<file path="src/rtl/meas_wr_arbiter.sv">
// meas_wr_arbiter: round-robin drain of per-channel measure results into the single regfile write port.
//   Each channel owns a one-entry holding buffer; one buffered result is written per cycle.
//   Ports: clk_i/rst_n_i (sys_clk, async active-low reset); raw_wr_en_i/raw_wr_data_i per-channel
//   result strobes and data; reg_wr_en_o/reg_wr_data_o/reg_wr_ch_o registered regfile write;
//   pend_o buffer valid flags; ovf_clr_i/ovf_o sticky drop flags.
//   Define ARB_OVF_FLAG_EN to build the sticky overflow flags; otherwise ovf_o is tied low.
module meas_wr_arbiter #(
    parameter int CH_NUM = 5,
    parameter int DATA_W = 64,
    parameter int CH_W   = $clog2(CH_NUM)
) (
    input  logic              clk_i,
    input  logic              rst_n_i,
    input  logic [CH_NUM-1:0] raw_wr_en_i,
    input  logic [DATA_W-1:0] raw_wr_data_i [CH_NUM],
    output logic              reg_wr_en_o,
    output logic [DATA_W-1:0] reg_wr_data_o,
    output logic [CH_W-1:0]   reg_wr_ch_o,
    output logic [CH_NUM-1:0] pend_o,
    input  logic              ovf_clr_i,
    output logic [CH_NUM-1:0] ovf_o
);
    logic [CH_NUM-1:0] buf_vld;
    logic [DATA_W-1:0] buf_data [CH_NUM];
    logic [CH_W-1:0]   rr_ptr;
    logic [CH_W-1:0]   gnt_idx;
    logic [CH_W-1:0]   scan;
    logic              gnt_vld;
    logic [CH_NUM-1:0] gnt_oh;
    logic [CH_NUM-1:0] ovf_evt;

    // First valid buffer found walking from rr_ptr with wrap-around.
    always_comb begin
        gnt_vld = 1'b0;
        gnt_idx = '0;
        scan    = '0;
        for (int j = 0; j < CH_NUM; j++) begin
            scan = CH_W'((int'(rr_ptr) + j) % CH_NUM);
            if (!gnt_vld && buf_vld[scan]) begin
                gnt_vld = 1'b1;
                gnt_idx = scan;
            end
        end
    end

    assign gnt_oh  = gnt_vld ? CH_NUM'(1) << gnt_idx : '0;
    // A new strobe is lost only when its buffer is full and not being drained this cycle.
    assign ovf_evt = raw_wr_en_i & buf_vld & ~gnt_oh;
    assign pend_o  = buf_vld;

    always_ff @(posedge clk_i or negedge rst_n_i) begin
        if (!rst_n_i) begin
            buf_vld <= '0;
            for (int i = 0; i < CH_NUM; i++) buf_data[i] <= '0;
        end else begin
            for (int i = 0; i < CH_NUM; i++) begin
                if (raw_wr_en_i[i] && (!buf_vld[i] || gnt_oh[i])) begin
                    buf_vld[i]  <= 1'b1;
                    buf_data[i] <= raw_wr_data_i[i];
                end else if (gnt_oh[i]) begin
                    buf_vld[i] <= 1'b0;
                end
            end
        end
    end

    always_ff @(posedge clk_i or negedge rst_n_i) begin
        if (!rst_n_i) begin
            rr_ptr        <= '0;
            reg_wr_en_o   <= 1'b0;
            reg_wr_data_o <= '0;
            reg_wr_ch_o   <= '0;
        end else begin
            reg_wr_en_o <= gnt_vld;
            if (gnt_vld) begin
                rr_ptr        <= (gnt_idx == CH_W'(CH_NUM - 1)) ? '0 : gnt_idx + 1'b1;
                reg_wr_data_o <= buf_data[gnt_idx];
                reg_wr_ch_o   <= gnt_idx;
            end
        end
    end

`ifdef ARB_OVF_FLAG_EN
    // A drop at the same edge as a clear wins, so no event is ever hidden.
    always_ff @(posedge clk_i or negedge rst_n_i) begin
        if (!rst_n_i) ovf_o <= '0;
        else ovf_o <= (ovf_clr_i ? '0 : ovf_o) | ovf_evt;
    end
`else
    logic unused_ovf;
    assign unused_ovf = ^{ovf_clr_i, ovf_evt};
    assign ovf_o      = '0;
`endif
endmodule

</file>
<file path="config.mk">
export PLATFORM = sky130hd
export DESIGN_NAME = meas_wr_arbiter
export DESIGN_NICKNAME = d
export VERILOG_FILES = /design/src/rtl/meas_wr_arbiter.sv
export SDC_FILE = /design/constraint.sdc
export NUM_CORES = 1
export LEC_CHECK = 0
export ABC_AREA = 0
export BUFFER_PORTS_ARGS = -buffer_cell sky130_fd_sc_hd__buf_2
export CAP_MARGIN = 15
export CELL_PAD_IN_SITES_DETAIL_PLACEMENT = 2
export CELL_PAD_IN_SITES_GLOBAL_PLACEMENT = 2
export CORE_UTILIZATION = 39
export CTS_CLUSTER_SIZE = 16
export DETAILED_ROUTE_END_ITERATION = 6
export GPL_TIMING_DRIVEN = 0
export HOLD_SLACK_MARGIN = 0.08
export PLACE_DENSITY_LB_ADDON = 0.1
export RECOVER_POWER = 25
export REMOVE_ABC_BUFFERS = 1
export SLEW_MARGIN = 20
export SYNTH_ARGS = -nofsm -noshare
export SYNTH_HDL_FRONTEND = slang
export SYNTH_SLANG_ARGS = --single-unit
export TNS_END_PERCENT = 20
</file>
<file path="constraint.sdc">
create_clock -name clk_i -period 12.52 [get_ports clk_i]
set_clock_uncertainty 0.15 [all_clocks]
set_input_delay 2.504 -clock clk_i [delete_from_list [all_inputs] [get_ports clk_i]]
set_output_delay 2.504 -clock clk_i [all_outputs]
set_load 0.03 [all_outputs]
</file>
[Word level (Yosys, flattened, before mapping)]
Cells that the tools add are included.
Storage, ports and cells
  register bits after elaboration: 396
  output and inout bits: 78
Cells by class
  $add $sub $neg: 5
  div/mod/pow operators: 5
  magnitude comparators: 6
  equality and inequality tests: 1
  shift-type cells: 1
  muxes and demuxes: 35
  bitwise gates (word level): 1
  reduce and logical (&&, ||, !) cells: 28
Operator list (number)
  $bmux 64 s3: 1
  $mod 32x4->32 const B: 4
  $mux 64: 2
  $mod 4x4->32 const B: 1
  $lt 3x4->1 const B: 5
  $mux 1: 20
  $mux 3: 6
  $bmux 1 s3: 5
  $reduce_bool 2->1: 5
  $logic_and 1x1->1: 9
  $logic_not 1->1: 9
  $add 3x2->4 const B: 2
  $logic_or 1x1->1: 5
  $mux 5: 1
  $shl 1x3->5 const A: 1
  $add 3x1->4 const B: 1
  $add 3x3->4 const B: 1
  $ge 4x4->1 const B: 1
  $not 3->4: 1
  $add 3x1->3 const B: 1
  $eq 3x3->1 const B: 1

[Logic depth before layout (Yosys ltp)]
Gate-level depths: netlist (run 1).
  word-level depth: 21
  depth in mapped cells: 28
  mapped depth without buffers: 21

[Worst setup path after synthesis (run 1)]
No wires, ideal clock.
  kind: flip-flop to flip-flop
  start point: register rr_ptr[2]
  end point: register buf_data[41] (netlist name)
  setup time: 125 ps
  arrival time: 5847 ps
  data required time: 12245 ps
  slack: 6398 ps
  cell stages (with the launch flop): 26
  buffers on the path: 5
  cells stage by stage: dfrtp_1 > buf_2 > inv_1 > ha_1 > clkbuf_1 > nor3_1 > nand2b_1 > xnor2_1 > ha_1 > fa_1 > or3b_1 > a21o_1 > a221oi_1 > a31oi_1 > nor4_1 > a311oi_1 > o22ai_1 > clkbuf_1 > clkbuf_1 > and2_1 > inv_1 > ha_1 > and3_1 > o21ai_2 > buf_2 > mux2_2
Between the ends
  cells in the longest elaborated chain, start to end: 20
Ends and longest elaborated chain
  start, declared: RTL line 25  | logic [CH_W-1:0] rr_ptr;
  start signal, assigned: RTL line 76  | rr_ptr <= (gnt_idx == CH_W'(CH_NUM - 1)) ? '0 : gnt_idx + 1'b1;
  branches (longest 15 deep; another with $mod 32x4->32)
  $mux 3 *: RTL line 39  | if (!gnt_vld && buf_vld[scan]) begin
  via gnt_idx[0]: RTL line 26  | logic [CH_W-1:0] gnt_idx;
  $shl 1x3->5 *: RTL line 46  | assign gnt_oh = gnt_vld ? CH_NUM'(1) << gnt_idx : '0;
  $mux 5 *: RTL line 46
  $logic_or 1x1->1 *: RTL line 57  | if (raw_wr_en_i[i] && (!buf_vld[i] || gnt_oh[i])) begin
  $logic_and 1x1->1 *: RTL line 57
  end signal, assigned by index: RTL line 59  | buf_data[i] <= raw_wr_data_i[i];
  end, declared: RTL line 24  | logic [DATA_W-1:0] buf_data [CH_NUM];
Mark *: on every way through the listed nets, which the timed path passes. The select of a mux whose other input is x is not followed.
A chain may end at the register's enable or synchronous reset.

[Final worst setup path (run 1)]
  start point: register rr_ptr[0]
  end point: register buf_data[66] (netlist name)
Between the ends
  cells in the longest elaborated chain, start to end: 20
Ends and longest elaborated chain (RTL line)
  branches (longest 17 deep; another with $mod 32x4->32)
  $mux 5 *: 46
  $logic_or 1x1->1 *: 57
  $logic_and 1x1->1 *: 57
Every way passes the cells marked *. The select of a mux whose other input is x is not followed.

==> out/results.tsv, run 1 <==
stage	metric	value	unit
clock_network	Max Buffers Root-to-Sink	3	
yosys	Synth area leaders	dfrtp_1 48%, mux2_4 7.8%, mux2_2 6.8%	
sta	count of final setup violators	0	
worst_setup_path	Critical Path AT	8.80	ns
route	via/cell ratio	5.69	
clock_network	Clk Latency, worst-skew pair	0.60	ns
yosys	Seq/Total Area, Yosys	47.7	%
sta	Slew Limit Headroom	-245	%
clock_network	H-tree Lvls	2	
route	DRT Wirelength	78000	µm
global_routing	grt met2 use	50.0	%
global_routing	final global-route overflow total	0	
route	DRC	0	
hold_path	Hold Crit Class	reg2reg	
yosys	post-synth top area cell	dfrtp_1	
yosys	top-area cell type share of the netlist area	47.7	%
route	Routed wire per std cell	26.9	µm
layout	Non-Filler Instances	2900	
sta	fin crit share	67.6	%
yosys	post-synth cell types	83	
run_status	status	finished, violations left	
worst_setup_path	worst reg2reg path depth	25	
worst_setup_path	RR Startpoint	rr_ptr[0]	
clock_network	CTS buffer count	48	
floorplan	Core ar.	52600	µm²
yosys	synthesized area per cell	11.7	µm²
layout	Syn-to-layout area delta	24.8	%
yosys	Post-synth EDFFs	0	
job	Max Cap Viol	2	
floorplan	initial core utilization	39.5	%
global_routing	pin count of the biggest net entering global routing	92	
worst_setup_path	CP startpoint kind	flip-flop	
worst_setup_path	crit end category	flip-flop	
global_routing	Most Crowded Layer GR	met2	
route	Starting DRT DRC Count	740	
floorplan	Die X	233	µm
sta	setup ws final	4.06	ns
global_routing	initial antenna violation count	46	
placed_design	Setup WS pre-CTS	3.97	ns
floorplan	Site Rows	84	
yosys	top-count cell post-synth	dfrtp_1	
yosys	Yosys Warn Count	0	
clock_network	root buffer cell	clkbuf_16	
sta	worst-margin pin slew	5.18	ns
placed_design	Port-buffer cells	399	
hold_path	Endpoint, Worst Hold	buf_data[126]	
clock_network	CTS tree	done	
sta	Pins Over Slew Limit	166	
yosys	Netlist Area Pre-Place	20800	µm²
worst_setup_path	register-to-register setup slack	4.06	ns
floorplan	Die Area	54200	µm²
yosys	FFs w/ async S/R, synth	100	%
global_routing	M1 GR Usage	34.8	%
worst_setup_path	crit-path max FO	52	
worst_setup_path	worst setup path start	rr_ptr[0]	
worst_setup_path	critical path type	reg2reg	
route	First-pass DRT Iterations	5	
global_routing	first-pass GRT wire length	118000	µm
yosys	#FFs+latches synth	396	
route	Vias	16503	
worst_setup_path	FF-to-FF End	buf_data[66]	
run_status	violated checks	capacitance limit, slew limit	
clock_network	postcts setup bufs	0	
hold_path	hold_sp	buf_data[126]	
hold_path	hold depth	1	
floorplan	die height	233	µm
clock_network	Resized cells post-CTS	0	
global_routing	GRT met3 Usage	6.19	%
placed_design	HPWL after DPL	52700	µm
clock_network	register clock-pin slew on the reported worst setup and hold paths	0.06	ns
yosys	Gate Count Post-Synth	1781	
worst_setup_path	CP required	12.85	ns
sta	Final Critical Period	8.46	ns
global_routing	Total Routing Usage GR	28.9	%
route	antenna viol nets, final	0	
sta	RSZ-0062 raised after global routing	false	
clock_network	CTS Sinks	396	
global_routing	number of global-route vias before repair	18880	
placed_design	placed instance count	2777	
yosys	ys flop type	dfrtp_1	
sta	Hold Vio Cnt, Final	0	
floorplan	Ports	406	
placed_design	routability cong.	0.781	
yosys	top post-synthesis cells by count	396 x dfrtp_1, 137 x and3_1, 134 x o211ai_1	
layout	layout cell share with drive strength beyond 1	36.8	%
sta	Max Clk Rate	118	MHz
clock_network	cts hold-fix bufs	0	
layout	Layout Nets	2492	
sequential cells by signal, summed over array words and instances, names as in the netlist:
name and cells:
reg_wr_ch_o 3, buf_data 320, rr_ptr 3, reg_wr_en_o 1
pend_o 5, reg_wr_data_o 64
cells by family after synthesis:
group | after synthesis | share of synthesized area, %
and+or+nand+nor | 360 | 9.94
other | 1 | 0.0181
muxes | 331 | 20.0
xor gates and xnor gates | 7 | 0.331
adders and majority gates | 25 | 1.54
DFF | 396 | 47.7
buffers and inverters | 180 | 4.42
AOI/OAI and AO/OA | 481 | 16.1
how the worst max path moves through the flow:
stage	cells after the start	slack, ns	end
global route	2	3.27	rr_ptr[0]
floorplan	19	-1.41	buf_data[0]
CTS	25	3.97	buf_data[66]
finish	25	4.06	buf_data[66]
detailed placement	25	3.97	buf_data[66]
global placement	18	-13.05	buf_data[32]
layer usage:
| layer | part of all wire [%] | wire length (µm) | up-vias |
|---|---|---|---|
| met4 | 3.0 | 2310 | 24 |
| met5 | 0.20 | 159 | - |
| met1 | 42 | 32600 | 8717 |
| met2 | 51 | 39400 | 332 |
| met3 | 4.5 | 3500 | 141 |
| li1 | - | - | 7289 |
cell usage in the layout (no fill, tap or decap), types with 6 or more instances in the layout:
| master | Yosys | layout |
|---|---|---|
| o21ai_1 | 27 | 27 |
| nor2_1 | 84 | 84 |
| buf_2 | 23 | 398 |
| o211ai_1 | 134 | 134 |
| nand2_1 | 21 | 20 |
| nand3_1 | 9 | 9 |
| a31oi_1 | 6 | 6 |
| nor2b_1 | 8 | 8 |
| buf_6 | 6 | 8 |
| and3_1 | 137 | 136 |
| o21a_1 | 7 | 7 |
| mux2_1 | 91 | 91 |
| inv_1 | 19 | 19 |
| clkbuf_8 | 0 | 14 |
| diode_2 | 0 | 33 |
| buf_16 | 0 | 28 |
| a21oi_1 | 71 | 71 |
| clkbuf_1 | 100 | 15 |
| o21ai_0 | 52 | 52 |
| mux2_2 | 125 | 125 |
| a21boi_0 | 130 | 130 |
| dfrtp_1 | 396 | 395 |
| buf_8 | 12 | 15 |
| buf_12 | 0 | 10 |
| or3_1 | 65 | 65 |
| ha_1 | 24 | 24 |
| clkinv_2 | 0 | 8 |
| clkbuf_16 | 0 | 49 |
| mux2_4 | 108 | 108 |
per-stage QoR:
stage	util, %	TNS [ns]	instance area (µm²)	hold WS, ns
finish	49.3	0	25900	0.328
global route	49.3	0	25900	0.346
floorplan	-	-286.89	20000	0.299
detailed placement	46.1	0	24200	0.320
global placement	43.4	-4584.60	22800	0.311
CTS	49.3	0	25900	0.333
area by class of cell:
type	count	area, µm²
diodes	33	82.6
clock buffers	75	1460
clock inverters	15	185
fillers	5260	26600
inverters	22	87.6
multi-input cells	1209	10000
flip-flops and latches	396	9910
well taps	688	861
repair buffers	462	3290
worst max-delay path: stages, from the launching register on:
cell      delay, ns
dfrtp_2        0.89
inv_2          0.34
ha_1           0.79
inv_1          0.29
ha_1           0.30
nor2_1         0.19
a211o_1        0.23
nand2_1        0.12
ha_1           0.24
nand2b_1       0.17
or2_2          0.28
or4_4          0.42
a31oi_2        0.28
a32oi_2        0.20
nand2_4        0.49
nor2_4         0.26
buf_12         0.24
inv_6          0.25
buf_16         0.35
nand3_1        0.18
o22ai_4        0.44
buf_8          0.24
buf_16         0.19
buf_16         0.18
buf_8          0.18
mux2_1         0.33
Power of run 1 is not shown: default switching activity piles up to over one toggle a cycle in this logic, so the estimate is an artifact.
==> run 2: changes to the inputs <==
Settings changed: ABC_AREA 0 to 1, CORE_UTILIZATION 39 to 31.
Clock period 12.52 ns to 8.64 ns, I/O delays scaled along.
==> out/results.tsv, run 2 <==
stage	metric	value	unit
clock_network	H-tree Lvls	2	
floorplan	Ports	406	
yosys	mux contribution to synthesized area	0.0492	%
global_routing	initial antenna violation count	26	
layout	most common cell after layout, fill and taps aside	nand2_1	
yosys	Seq/Total Area, Yosys	48.7	%
yosys	complex-gate fraction of the synthesized area	5.55	%
sta	worst-margin pin slew	3.81	ns
worst_setup_path	CP startpoint kind	flip-flop	
yosys	Netlist Area Pre-Place	20300	µm²
sta	RSZ-0062 raised after global routing	false	
route	met2 wire len	47200	µm
route	DRT Wirelength	91100	µm
placed_design	Port-buffer cells	399	
sta	Slew Limit Headroom	-154	%
layout	Design Area, Final	25000	µm²
layout	area of the multi-input gates	8340	µm²
sta	count of final setup violators	0	
sta	Pins Over Slew Limit	239	
placed_design	Post-DP Area	23400	µm²
floorplan	Site Rows	93	
yosys	top post-synthesis cells by count	866 x nand2_1, 544 x nand3_1, 396 x dfrtp_1	
layout	Non-Filler Instances	3923	
floorplan	initial core utilization	31.5	%
placed_design	placed instance count	3815	
yosys	Post-synth EDFFs	0	
yosys	XOR/XNOR share of the synthesized area	0.209	%
global_routing	final global-route overflow total	0	
sta	fin crit share	90.8	%
floorplan	Die Area	66600	µm²
clock_network	root buffer cell	clkbuf_16	
route	Vias	20056	
global_routing	first-pass GRT wire length	138000	µm
yosys	post-synthesis simple-gate area fraction	32.9	%
yosys	Yosys Warn Count	0	
yosys	#FFs+latches synth	396	
layout	layout cell share with drive strength beyond 1	17.9	%
layout	commonest non-fill, non-tap cells in the layout	856 x nand2_1, 543 x nand3_1, 395 x dfrtp_1, 394 x buf_2, 292 x inv_1	
layout	Layout Nets	3364	
layout	max reg flops	320	
worst_setup_path	CP required	8.99	ns
yosys	post-synth top area cell	dfrtp_1	
yosys	largest family of logic cells by synthesized area	simple AND/OR/NAND/NOR gates	
layout	Syn-to-layout area delta	23.0	%
yosys	top-area cell type share of the netlist area	48.7	%
floorplan	Die X	258	µm
clock_network	CTS buffer count	49	
yosys	Gate Count Post-Synth	2712	
route	antenna viol nets, final	0	
placed_design	routability cong.	0.788	
global_routing	pin count of the biggest net entering global routing	90	
global_routing	Total Routing Usage GR	27.4	%
layout	register bank with the most flops	buf_data	
worst_setup_path	Max stage delay cell, worst path	dfrtp_2	
worst_setup_path	Critical Path AT	8.19	ns
route	met3 WL post-DR	3100	µm
route	Starting DRT DRC Count	1020	
run_status	violated checks	capacitance limit, slew limit	
worst_setup_path	most used cell, CP	nand2_1	
yosys	top-count cell post-synth	nand2_1	
clock_network	register clock-pin slew on the reported worst setup and hold paths	0.06	ns
layout	Register Area	9910	µm²
placed_design	HPWL after DPL	57600	µm
sta	Final Critical Period	7.84	ns
clock_network	Clk Latency, worst-skew pair	0.61	ns
run_status	status	finished, violations left	
yosys	Synth Area in Adders	1.58	%
route	via/cell ratio	5.11	
clock_network	CTS Sinks	396	
job	Max Cap Viol	4	
yosys	Synth area leaders	dfrtp_1 49%, nand2_1 16%, nand3_1 13%	
floorplan	die height	258	µm
worst_setup_path	crit-path max FO	46	
route	DRC	0	
worst_setup_path	Max stage delay on crit path	0.65	ns
clock_network	CTS tree	done	
route	DRT met1 WL	38600	µm
route	First-pass DRT Iterations	7	
route	Routed wire per std cell	23.2	µm
yosys	FFs w/ async S/R, synth	100	%
hold_path	Hold Crit Class	reg2reg	
yosys	ys flop type	dfrtp_1	
yosys	synthesized area per cell	7.50	µm²
worst_setup_path	crit end category	flip-flop	
clock_network	Max Buffers Root-to-Sink	3	
floorplan	Core ar.	64600	µm²
sta	Max Clk Rate	128	MHz
sta	Hold Vio Cnt, Final	0	
route	highest routed metal layer	met5	
global_routing	number of global-route vias before repair	22614	
yosys	post-synth cell types	36	
worst_setup_path	critical path type	reg2reg	
layout	fillcell total	7577	
run 2: cell types whose count changed after synthesis, moves of 130 or more:
cell	delta
and3_1	-137
nand2_1	+845
nand3_1	+535
o211ai_1	-130
a21boi_0	-130
inv_1	+274
run 2: kinds of logic after synthesis:
logic type / count (synthesis)
compound gates: 218
xor+xnor: 4
fa+ha+maj: 25
buf+inv: 489
flops: 396
mux: 1
other cells: 1
simple gates: 1578
run 2: critical path, delay by kind of cell (launching register included):
kind | cells | cell delay, ns
simple gates | 21 | 3.44
flops | 1 | 0.65
fa+ha+maj | 4 | 1.35
xor+xnor | 1 | 0.27
buf+inv | 6 | 1.75
run 2: through the flow:
stage / TNS, ns / utilization [%] / hold WS, ns / worst slack [ns]
finish: 0 / 38.7 / 0.322 / 0.798
global route: 0 / 38.7 / 0.341 / 0.181
CTS: 0 / 38.8 / 0.324 / 0.162
detailed placement: 0 / 36.2 / 0.308 / 0.177
global placement: -6767.40 / 34.6 / 0.303 / -16.15
floorplan: -958.26 / - / 0.292 / -3.26
run 2: area by class of cell:
type                            count  area share, %
Tap cell                          855           4.28
Antenna cell                       19          0.190
Clock buffer                       75           5.98
Clock inverter                     14          0.686
Inverter                          300           4.56
Sequential cell                   396           39.6
Multi-Input combinational cell   1831           33.4
Timing Repair Buffer              433           11.3
run 2: metal layers:
metal | global-route usage [%] | vias to the layer above
li1 | - | 9166
met1 | 34.0 | 10415
met2 | 48.1 | 340
met3 | 3.60 | 123
met4 | 10.3 | 12
met5 | 0 | -
run 2: what timing repair did:
item | CTS | global route
setup buffers | 0 | 0
gates resized for setup | 0 | 2
setup endpoints to repair | 0 | 207
hold buffers | 0 | 0
run 2: final timing paths:
kind | startpoint | to | slack, ns | cells after the start
min | buf_data[73] | buf_data[73] | 0.32 | 2
max in group asynchronous | rst_n_i | buf_data[144] | 1.39 | 2
max | rr_ptr[0] | buf_data[49] | 0.80 | 32
min reg2reg | buf_data[73] | buf_data[73] | 0.32 | 2
min in group asynchronous | rst_n_i | buf_data[246] | 2.06 | 1
max reg2reg | rr_ptr[0] | buf_data[49] | 0.80 | 32
Power of run 2 is left out for the same reason.
